File: src/rtl/audio_adc_pkg.sv
// Shared types and helpers for the MCP3202 audio sampler.
//   state_t    : per-channel frame phase plus PUBLISH (debug visibility)
//   seq_t      : top-level channel sequencer state
//   adc_to_pcm : 12-bit offset-binary ADC code -> signed 16-bit PCM
package audio_adc_pkg;

  typedef enum logic [2:0] {IDLE, SETUP, SHIFT, GAP, PUBLISH} state_t;
  typedef enum logic [1:0] {SEQ_IDLE, SEQ_CH0, SEQ_CH1, SEQ_PUBLISH} seq_t;

  localparam int FRAME_BITS = 17;  // sclk periods per channel frame
  localparam int CMD_BITS   = 4;   // start, sgl/diff, odd/sign, msbf
  localparam int NULL_BIT   = 4;   // ADC drives a null bit here
  localparam int ADC_BITS   = 12;

  // Mid-scale (0x800) maps to zero; flipping the MSB turns offset binary
  // into two's complement, then the 12 bits are left-justified in 16.
  function automatic logic [15:0] adc_to_pcm(input logic [ADC_BITS-1:0] code);
    return {~code[ADC_BITS-1], code[ADC_BITS-2:0], 4'b0000};
  endfunction

endpackage

File: src/rtl/mcp3202_frame.sv
// One MCP3202 channel conversion frame: CS low, 17 SPI clocks, CS high gap.
// Ports:
//   clk, reset   : clock, synchronous active-high reset
//   start, ch    : begin a frame for channel ch (honoured in IDLE or the
//                  last GAP cycle, so back-to-back frames keep exact timing)
//   miso         : already-synchronised ADC data
//   done         : high in the last GAP cycle; code is valid while high
//   code         : 12-bit conversion result, MSB first from the ADC
//   sclk/cs/mosi : SPI pins (sclk idles low, cs active low)
//   phase        : current frame phase, for debug
module mcp3202_frame
  import audio_adc_pkg::*;
#(
  parameter int SCLK_HALF = 14,
  parameter int CS_IDLE   = 14
) (
  input  logic                clk,
  input  logic                reset,
  input  logic                start,
  input  logic                ch,
  input  logic                miso,
  output logic                done,
  output logic [ADC_BITS-1:0] code,
  output logic                sclk,
  output logic                cs,
  output logic                mosi,
  output state_t              phase
);

  localparam int CNT_MAX = (2 * SCLK_HALF > CS_IDLE) ? 2 * SCLK_HALF : CS_IDLE;
  localparam int CNT_W   = $clog2(CNT_MAX);

  localparam logic [CNT_W-1:0] HALF_LAST   = CNT_W'(SCLK_HALF - 1);
  localparam logic [CNT_W-1:0] PERIOD_LAST = CNT_W'(2 * SCLK_HALF - 1);
  localparam logic [CNT_W-1:0] GAP_LAST    = CNT_W'(CS_IDLE - 1);
  localparam logic [4:0]       LAST_BIT    = 5'(FRAME_BITS - 1);
  localparam logic [4:0]       FIRST_DATA  = 5'(NULL_BIT + 1);

  logic [CNT_W-1:0] cnt;
  logic [4:0]       bit_idx;
  logic             ch_r;

  // Command word: start, single-ended, channel select, MSB-first; then zeros.
  function automatic logic cmd_bit(input logic [4:0] idx, input logic odd);
    if (idx >= 5'(CMD_BITS)) cmd_bit = 1'b0;
    else if (idx == 5'd2)    cmd_bit = odd;
    else                     cmd_bit = 1'b1;
  endfunction

  assign done = (phase == GAP) && (cnt == GAP_LAST);

  always_ff @(posedge clk) begin
    if (reset) begin
      phase   <= IDLE;
      cnt     <= '0;
      bit_idx <= '0;
      ch_r    <= 1'b0;
      code    <= '0;
      sclk    <= 1'b0;
      cs      <= 1'b1;
      mosi    <= 1'b0;
    end else begin
      cnt <= cnt + 1'b1;
      case (phase)
        IDLE: begin
          cnt <= '0;
          if (start) begin
            phase <= SETUP;
            cs    <= 1'b0;
            ch_r  <= ch;
            mosi  <= 1'b1;
            code  <= '0;
          end
        end
        SETUP: begin
          if (cnt == HALF_LAST) begin
            phase   <= SHIFT;
            cnt     <= '0;
            bit_idx <= '0;
          end
        end
        SHIFT: begin
          // mosi moves one cycle into the low phase, never next to an sclk edge.
          if (cnt == '0) mosi <= cmd_bit(bit_idx, ch_r);
          if (cnt == HALF_LAST) sclk <= 1'b1;
          if (cnt == PERIOD_LAST) begin
            // Last cycle of the high phase: sample, then drop sclk.
            sclk <= 1'b0;
            cnt  <= '0;
            if (bit_idx >= FIRST_DATA) code <= {code[ADC_BITS-2:0], miso};
            if (bit_idx == LAST_BIT) begin
              phase <= GAP;
              cs    <= 1'b1;
            end else begin
              bit_idx <= bit_idx + 1'b1;
            end
          end
        end
        GAP: begin
          if (cnt == GAP_LAST) begin
            cnt <= '0;
            if (start) begin
              phase <= SETUP;
              cs    <= 1'b0;
              ch_r  <= ch;
              mosi  <= 1'b1;
              code  <= '0;
            end else begin
              phase <= IDLE;
            end
          end
        end
        default: phase <= IDLE;
      endcase
    end
  end

endmodule

File: src/rtl/adc_audio_sampler.sv
// MCP3202 stereo sampler: a rate counter triggers a CH0 then CH1 conversion,
// and both results are published together as signed 16-bit PCM.
// Ports:
//   clk, reset         : pixel clock, synchronous active-high reset
//   adc_miso           : ADC data out (asynchronous, synchronised here)
//   adc_clk/cs/mosi    : SPI pins to the ADC
//   audio_sample_word  : [0]=left (CH0), [1]=right (CH1), signed PCM
//   sample_valid       : one-cycle strobe; both words change only in that
//                        cycle and hold until the next strobe. There is no
//                        back-pressure: the consumer must take the words
//                        while they are held.
//   busy               : high from the accepted tick through the strobe cycle
//   overrun            : sticky, a tick arrived while busy (tick dropped)
//   fsm_state          : frame phase, or PUBLISH, for debug
module adc_audio_sampler
  import audio_adc_pkg::*;
#(
  parameter int SAMPLE_DIV = 1125,
  parameter int SCLK_HALF  = 14,
  parameter int CS_IDLE    = 14
) (
  input  logic            clk,
  input  logic            reset,
  input  logic            adc_miso,
  output logic            adc_clk,
  output logic            adc_cs,
  output logic            adc_mosi,
  output logic [1:0][15:0] audio_sample_word,
  output logic            sample_valid,
  output logic            busy,
  output logic            overrun,
  output state_t          fsm_state
);

  localparam int DIV_W = (SAMPLE_DIV > 1) ? $clog2(SAMPLE_DIV) : 1;
  localparam logic [DIV_W-1:0] DIV_LAST = DIV_W'(SAMPLE_DIV - 1);

  logic [DIV_W-1:0]    rate_cnt;
  logic                tick;
  logic                miso_meta;
  logic                miso_sync;
  seq_t                seq;
  logic [ADC_BITS-1:0] code0;
  logic [ADC_BITS-1:0] frame_code;
  logic                frame_start;
  logic                frame_ch;
  logic                frame_done;
  state_t              frame_phase;

  assign tick = (rate_cnt == DIV_LAST);

  always_ff @(posedge clk) begin
    if (reset)     rate_cnt <= '0;
    else if (tick) rate_cnt <= '0;
    else           rate_cnt <= rate_cnt + 1'b1;
  end

  always_ff @(posedge clk) begin
    if (reset) begin
      miso_meta <= 1'b0;
      miso_sync <= 1'b0;
    end else begin
      miso_meta <= adc_miso;
      miso_sync <= miso_meta;
    end
  end

  // Start is combinational so CH0 begins the cycle after the tick and CH1
  // follows CH0's gap with no dead cycle.
  assign frame_start = ((seq == SEQ_IDLE) && tick) || ((seq == SEQ_CH0) && frame_done);
  assign frame_ch    = (seq == SEQ_CH0);

  mcp3202_frame #(
    .SCLK_HALF (SCLK_HALF),
    .CS_IDLE   (CS_IDLE)
  ) u_frame (
    .clk   (clk),
    .reset (reset),
    .start (frame_start),
    .ch    (frame_ch),
    .miso  (miso_sync),
    .done  (frame_done),
    .code  (frame_code),
    .sclk  (adc_clk),
    .cs    (adc_cs),
    .mosi  (adc_mosi),
    .phase (frame_phase)
  );

  always_ff @(posedge clk) begin
    if (reset) begin
      seq               <= SEQ_IDLE;
      code0             <= '0;
      audio_sample_word <= '0;
      sample_valid      <= 1'b0;
      busy              <= 1'b0;
      overrun           <= 1'b0;
    end else begin
      sample_valid <= 1'b0;
      if (tick && (seq != SEQ_IDLE)) overrun <= 1'b1;
      case (seq)
        SEQ_IDLE: begin
          if (tick) begin
            seq  <= SEQ_CH0;
            busy <= 1'b1;
          end
        end
        SEQ_CH0: begin
          if (frame_done) begin
            code0 <= frame_code;
            seq   <= SEQ_CH1;
          end
        end
        SEQ_CH1: begin
          if (frame_done) begin
            audio_sample_word[0] <= adc_to_pcm(code0);
            audio_sample_word[1] <= adc_to_pcm(frame_code);
            sample_valid         <= 1'b1;
            seq                  <= SEQ_PUBLISH;
          end
        end
        SEQ_PUBLISH: begin
          busy <= 1'b0;
          seq  <= SEQ_IDLE;
        end
        default: seq <= SEQ_IDLE;
      endcase
    end
  end

  assign fsm_state = (seq == SEQ_PUBLISH) ? PUBLISH : frame_phase;

endmodule
File: config.mk
export PLATFORM = sky130hd
export DESIGN_NAME = adc_audio_sampler
export DESIGN_NICKNAME = d
export VERILOG_FILES = /design/src/rtl/audio_adc_pkg.sv /design/src/rtl/mcp3202_frame.sv /design/src/rtl/adc_audio_sampler.sv
export SDC_FILE = /design/constraint.sdc
export NUM_CORES = 1
export LEC_CHECK = 0
export ABC_AREA = 1
export CORE_MARGIN = 2
export CORE_UTILIZATION = 50
export CTS_CLUSTER_SIZE = 14
export DETAILED_ROUTE_END_ITERATION = 10
export PLACE_DENSITY = 0.74
export SYNTH_ARGS = -nofsm -noshare
export SYNTH_HDL_FRONTEND = slang
export SYNTH_SLANG_ARGS = --single-unit
File: constraint.sdc
create_clock -name clk -period 1.6 [get_ports clk]
set_input_delay 0.32 -clock clk [delete_from_list [all_inputs] [get_ports clk]]
set_output_delay 0.32 -clock clk [all_outputs]
set_load 0.03 [all_outputs]
Word level (Yosys, flattened, before mapping)

Index checks and enable logic that the tools add are counted.

Logic and storage cells: 119
Bits of input ports: 3
Output and inout port bits: 41
Flip-flop bits (word level): 83

Reductions and logical operators: 28
Mux-type cells: 43
$lt $le $gt $ge: 2
$add $sub $neg: 3
Equality and inequality tests: 22
Bitwise operators: 3

Operators with widths:

| cell                    | number |
|---|---|
| $mux W12                | 4 |
| $pmux W12 S3            | 1 |
| $mux W5                 | 5 |
| $mux W3                 | 6 |
| $mux W1                 | 16 |
| $pmux W5 S3             | 1 |
| $ne A2 B2 Y1 const B    | 6 |
| $pmux W3 S4             | 1 |
| $reduce_and A4 Y1       | 3 |
| $add A11 B1 Y11 const B | 1 |
| $eq A11 B11 Y1 const B  | 1 |
| $add A5 B1 Y5 const B   | 2 |
| $eq A5 B5 Y1 const B    | 2 |
| $ge A5 B3 Y1 const B    | 2 |
| $ne A2 B1 Y1 const B    | 5 |
| $pmux W5 S2             | 1 |
| $reduce_and A2 Y1       | 5 |
| $reduce_bool A2 Y1      | 5 |
| $pmux W2 S4             | 1 |
| $eq A3 B2 Y1 const B    | 2 |
| $mux W2                 | 3 |
| $pmux W1 S3             | 2 |
| $reduce_and A3 Y1       | 2 |
| $reduce_or A2 Y1        | 3 |
| 14 further kinds        | 21 |

Depth between registers and ports, before layout

Word-level depth: 7
Gate-level depth with buffers: 12
Gate-level depth less buffers: 12

Cells and area by module

Synthesis repeated with hierarchy kept, for this count alone.

Cells, all modules: 545
Area total of the unflattened synthesis: 3,858.7 µm²

By module, submodules not included:

| module            | area an instance (µm²) | times used | sequential area each (µm²) | cells each |
|---|---|---|---|---|
| adc_audio_sampler | 2,168.3                | 1          | 1,081.0                    | 278 |
| mcp3202_frame     | 1,690.4                | 1          | 560.5                      | 267 |

Least setup slack after synthesis

OpenSTA, ideal clock, no wires.

Kind: reg-to-reg
From: register u_frame.cnt[0]
To: register u_frame.code[1]
Arrival: 1.412 ns
Setup time: 0.132 ns
Required time: 1.468 ns
Slack: 0.056 ns
Path buffers: 1
Stages on the path, launching flop included: 10
Period minus slack after synthesis: 1.544 ns
Cell sequence: dfxtp_1 ha_1 nand4_1 nand2_1 o21ai_0 nor2_4 nand2_2 buf_6 nand2_1 a21oi_1

Longest elaborated chain between the ends: 7
Elaborated cells on any way between the ends: 11
Classes of those cells: 4 x eq/ne; 3 x mux; 4 x reduce/logical

RTL lines:

| element                | line                                      | source |
|---|---|---|
| start, declared        | mcp3202_frame.sv:39                       | `logic [CNT_W-1:0] cnt;` |
| start signal, assigned | mcp3202_frame.sv:63                       | `cnt <= cnt + 1'b1;` |
| $eq A5 B4 Y1           | mcp3202_frame.sv:50, mcp3202_frame.sv:100 |  |
| $logic_and A1 B1 Y1    | mcp3202_frame.sv:50                       | `assign done = (phase == GAP) && (cnt == GAP_LAST);` |
| $logic_and A1 B1 Y1    | adc_audio_sampler.sv:70                   | `assign frame_start = ((seq == SEQ_IDLE) && tick) \|\| ((seq == SEQ_CH0) && frame_done);` |
| $logic_or A1 B1 Y1     | adc_audio_sampler.sv:70                   |  |
| $mux W12 (2 in a row)  | n/a                                       |  |
| $pmux W12 S3           | n/a                                       |  |
| end signal, assigned   | mcp3202_frame.sv:90                       | `if (bit_idx >= FIRST_DATA) code <= {code[ADC_BITS-2:0], miso};` |
| end, declared          | mcp3202_frame.sv:23                       | `output logic [ADC_BITS-1:0] code,` |

Parallel ways exist; a longest one is shown, timed or not. The select of a mux whose other input is x is not followed.
A chain may end at the register's enable or synchronous reset.

Worst setup path after layout

From: register u_frame.cnt[0]
To: register u_frame.code[8]

The elaborated chain is that of the path after synthesis.

==> results.sh <==
export IMPL_outcome="complete, but fails checks"
export IMPL_violations="negative setup slack"
export IMPL_drc=0
export IMPL_clock_latency_ps=350
export IMPL_setup_viol=4
export IMPL_syn2layout_area_growth_pct=29.4
export IMPL_path_clk_slew_ps=90
export IMPL_syn_area_per_cell_um2=7.73
export IMPL_crit_fanout=6
export IMPL_numPortBuffers=35
export IMPL_fin_crit_ps=1620
export IMPL_num_io_pins=44
export IMPL_fp_dieArea_mm2=0.00796
export IMPL_clock_path_buffers=2
export IMPL_utilization_pct=65.8
export IMPL_start_util_pct=50.9
export IMPL_p_leak_nw=1.94
export IMPL_rows=31
export IMPL_firstDrtPassIters=5
export IMPL_root_buffer="clkbuf_8"
export IMPL_wl_per_cell_um=13.1
export IMPL_fin_crit_sh_pct=101
export IMPL_grt_util_all_layers_pct=20.1
export IMPL_vias=3181
export IMPL_worstSetupPathType="reg -> reg"
export IMPL_fin_setup_tns_ps=-38.4
export IMPL_yosysWarnings=0
export IMPL_cts_tree="done"
export IMPL_dp_hpwl_mm=5.25
export IMPL_wl_met3_um=381
export IMPL_dr_wl_met2_mm=3.96
export IMPL_finClkSkew_ps=10.5
export IMPL_numCtsBuffers=9
export IMPL_peakVddDrop_v=0.000893
export IMPL_grt_start_max_net_pins=36
export IMPL_grt_pass1_vias=2854
export IMPL_cp_end_kind="flop"
export IMPL_drt_wl_total_mm=8.30
export IMPL_power_density_mw_per_mm2=972
export IMPL_synth_cells=470
export IMPL_max_freq_mhz=616
export IMPL_place_ws_ps=-42.7
export IMPL_synthesis_area_mm2=0.00363
export IMPL_dr_max_layer_used="met4"
export IMPL_gp_congestion=0.886
export IMPL_ys_seq_elements=82
export IMPL_grt_remaining_overflow=0
export IMPL_viasPerCell=5.03
export IMPL_die_w_um=89.2
export IMPL_hold_viol=0
export IMPL_antenna_found_initial=0
export IMPL_cap_violations=0
export IMPL_rsz0062_at_grt="true"
export IMPL_worstSetupStartpointType="flop"
export IMPL_worstPathArrival_ps=1910
export IMPL_met1_length_mm=3.78
export IMPL_drv_slew=0
export IMPL_numClockSinks=82
export IMPL_grt_pass1_wl_mm=12.6
export IMPL_required_ps=1890
export IMPL_layout_nets=550
export IMPL_hold_path_class="reg -> reg"
export IMPL_design_core_area_mm2=0.00714
export IMPL_h_tree_depth=3
export IMPL_detail_route_antenna_nets=0
export IMPL_fin_ws_ps=-23.2
export IMPL_drive_above_1_share_pct=21.9
export IMPL_drtIter0Drc=181
export IMPL_synth_seq_area_share_pct=45.2
export IMPL_synth_cell_types=32
export IMPL_die_height_um=89.2
export IMPL_diodes=0
[worst max-delay path, cell delays in order, from the launching register on]
cell and delay (ps):
dfxtp_4 400, ha_4 150, nand2_4 50, nor2_4 150, inv_4 70, nand2_8 80, nand2_4 60, nor2_4 200
buf_6 170, nand3_2 80, a21oi_2 150
[cells in the final DEF, fill, tap and decap left out, types with 3 or more instances in the layout]
cell type / instances
nor3b_1: 4
nand2_1: 56
clkbuf_8: 10
o21ai_1: 10
dlygate4sd2_1: 30
nand4_1: 6
dfxtp_1: 78
nand3_4: 3
inv_1: 68
ha_1: 13
buf_4: 27
a21oi_2: 14
o21ai_0: 30
ha_4: 3
nand3_2: 12
o21a_1: 3
nand2_2: 8
buf_6: 3
dfxtp_2: 3
nor2_1: 33
conb_1: 8
buf_12: 3
nand2_4: 3
nand3_1: 19
or2_2: 4
nor2_4: 3
a21oi_1: 51
[metal layers]
| layer | up-vias | track usage (%) |
|---|---|---|
| met2 | 91 | 32.3 |
| met5 | - | 0 |
| li1 | 1619 | - |
| met1 | 1453 | 26.8 |
| met3 | 18 | 3.51 |
| met4 | 0 | 8.14 |
[flip-flops by register name, indices dropped and copies added (netlist names), 2 cells and up]
register,cells
rate_cnt,11
u_frame.code,12
u_frame.bit_idx,5
seq,2
u_frame.cnt,5
u_frame.phase,2
code0,12
audio_sample_word,24
[worst paths after layout]
kind,slack [ps],endpoint,startpoint,depth (start not counted)
setup reg to reg,-20,u_frame.code[8]$_SDFFE_PP0P_,u_frame.cnt[0]$_SDFF_PP0_,10
setup / recovery,-20,u_frame.code[8]$_SDFFE_PP0P_,u_frame.cnt[0]$_SDFF_PP0_,10
hold reg to reg,420,miso_sync$_SDFF_PP0_,miso_meta$_SDFF_PP0_,2
hold / removal,420,miso_sync$_SDFF_PP0_,miso_meta$_SDFF_PP0_,2
[power by group]
group	internal [mW]	switching (mW)
Sequential	2.09	0.0456
Clock	0.782	0.787
Combinational	0.322	0.542
Total	3.19	1.37
[layout make-up]
class,instances,area (µm²)
multi-input cells,299,1840
fillers,609,2440
flip-flops and latches,82,1650
inverters,71,269
clock buffers,10,138
clock inverters,6,73.8
repair buffers,66,604
well taps,99,124
[stage by stage]
step	instance area [µm²]	hold WS [ps]	cells	power, mW
2_1_floorplan	3660	388	477	2.68
6_report	4700	422	633	4.57
3_3_place_gp	4170	396	609	2.83
4_1_cts	4400	421	626	4.45
3_5_place_dp	4170	402	609	2.86
5_1_grt	4700	459	633	4.74
[Yosys cell counts]
| library cell | n | share of area (%) |
|---|---|---|
| or2_2 | 4 | 0.69 |
| o21ai_2 | 1 | 0.24 |
| buf_6 | 2 | 0.62 |
| nand3_2 | 1 | 0.28 |
| a21oi_1 | 65 | 9.0 |
| o21a_1 | 3 | 0.62 |
| nand2_2 | 2 | 0.34 |
| and2_1 | 1 | 0.17 |
| inv_4 | 1 | 0.17 |
| nand2_8 | 1 | 0.55 |
| nor3b_1 | 4 | 0.83 |
| nand4_1 | 6 | 1.0 |
| nor2_4 | 3 | 0.93 |
| nand3_1 | 33 | 4.5 |
| nor2_1 | 35 | 3.6 |
| ha_1 | 18 | 6.2 |
| xor2_1 | 2 | 0.48 |
| buf_2 | 4 | 0.55 |
| dfxtp_1 | 82 | 45 |
| clkbuf_4 | 1 | 0.21 |
| nand2_4 | 1 | 0.31 |
| nand2_1 | 63 | 6.5 |
| inv_1 | 69 | 7.1 |
| o221a_2 | 1 | 0.31 |
| conb_1 | 1 | 0.10 |
| clkbuf_1 | 11 | 1.1 |
| o211ai_1 | 1 | 0.21 |
| o21ai_0 | 41 | 5.6 |
| buf_4 | 8 | 1.7 |
| xnor2_1 | 1 | 0.24 |
| nor3_1 | 3 | 0.41 |
| inv_2 | 1 | 0.10 |
[cell families after synthesis]
group                      after synthesis  synth area share [%]
buffers and inverters                   97                  11.6
and+or+nand+nor                        157                  20.2
xor gates and xnor gates                 3                 0.724
other                                    1                 0.103
AOI/OAI and AO/OA                      112                  16.0
adders and majority gates               18                  6.20
DFF                                     82                  45.2
[timing repair]
item,in CTS,in global routing
resized for setup,48,60
cloned,1,2
endpoints found under the setup margin,72,61
setup buffers,0,5
hold buffers,0,0
pin swaps,7,19
No activity file was read; power rests on OpenSTA's default activity.
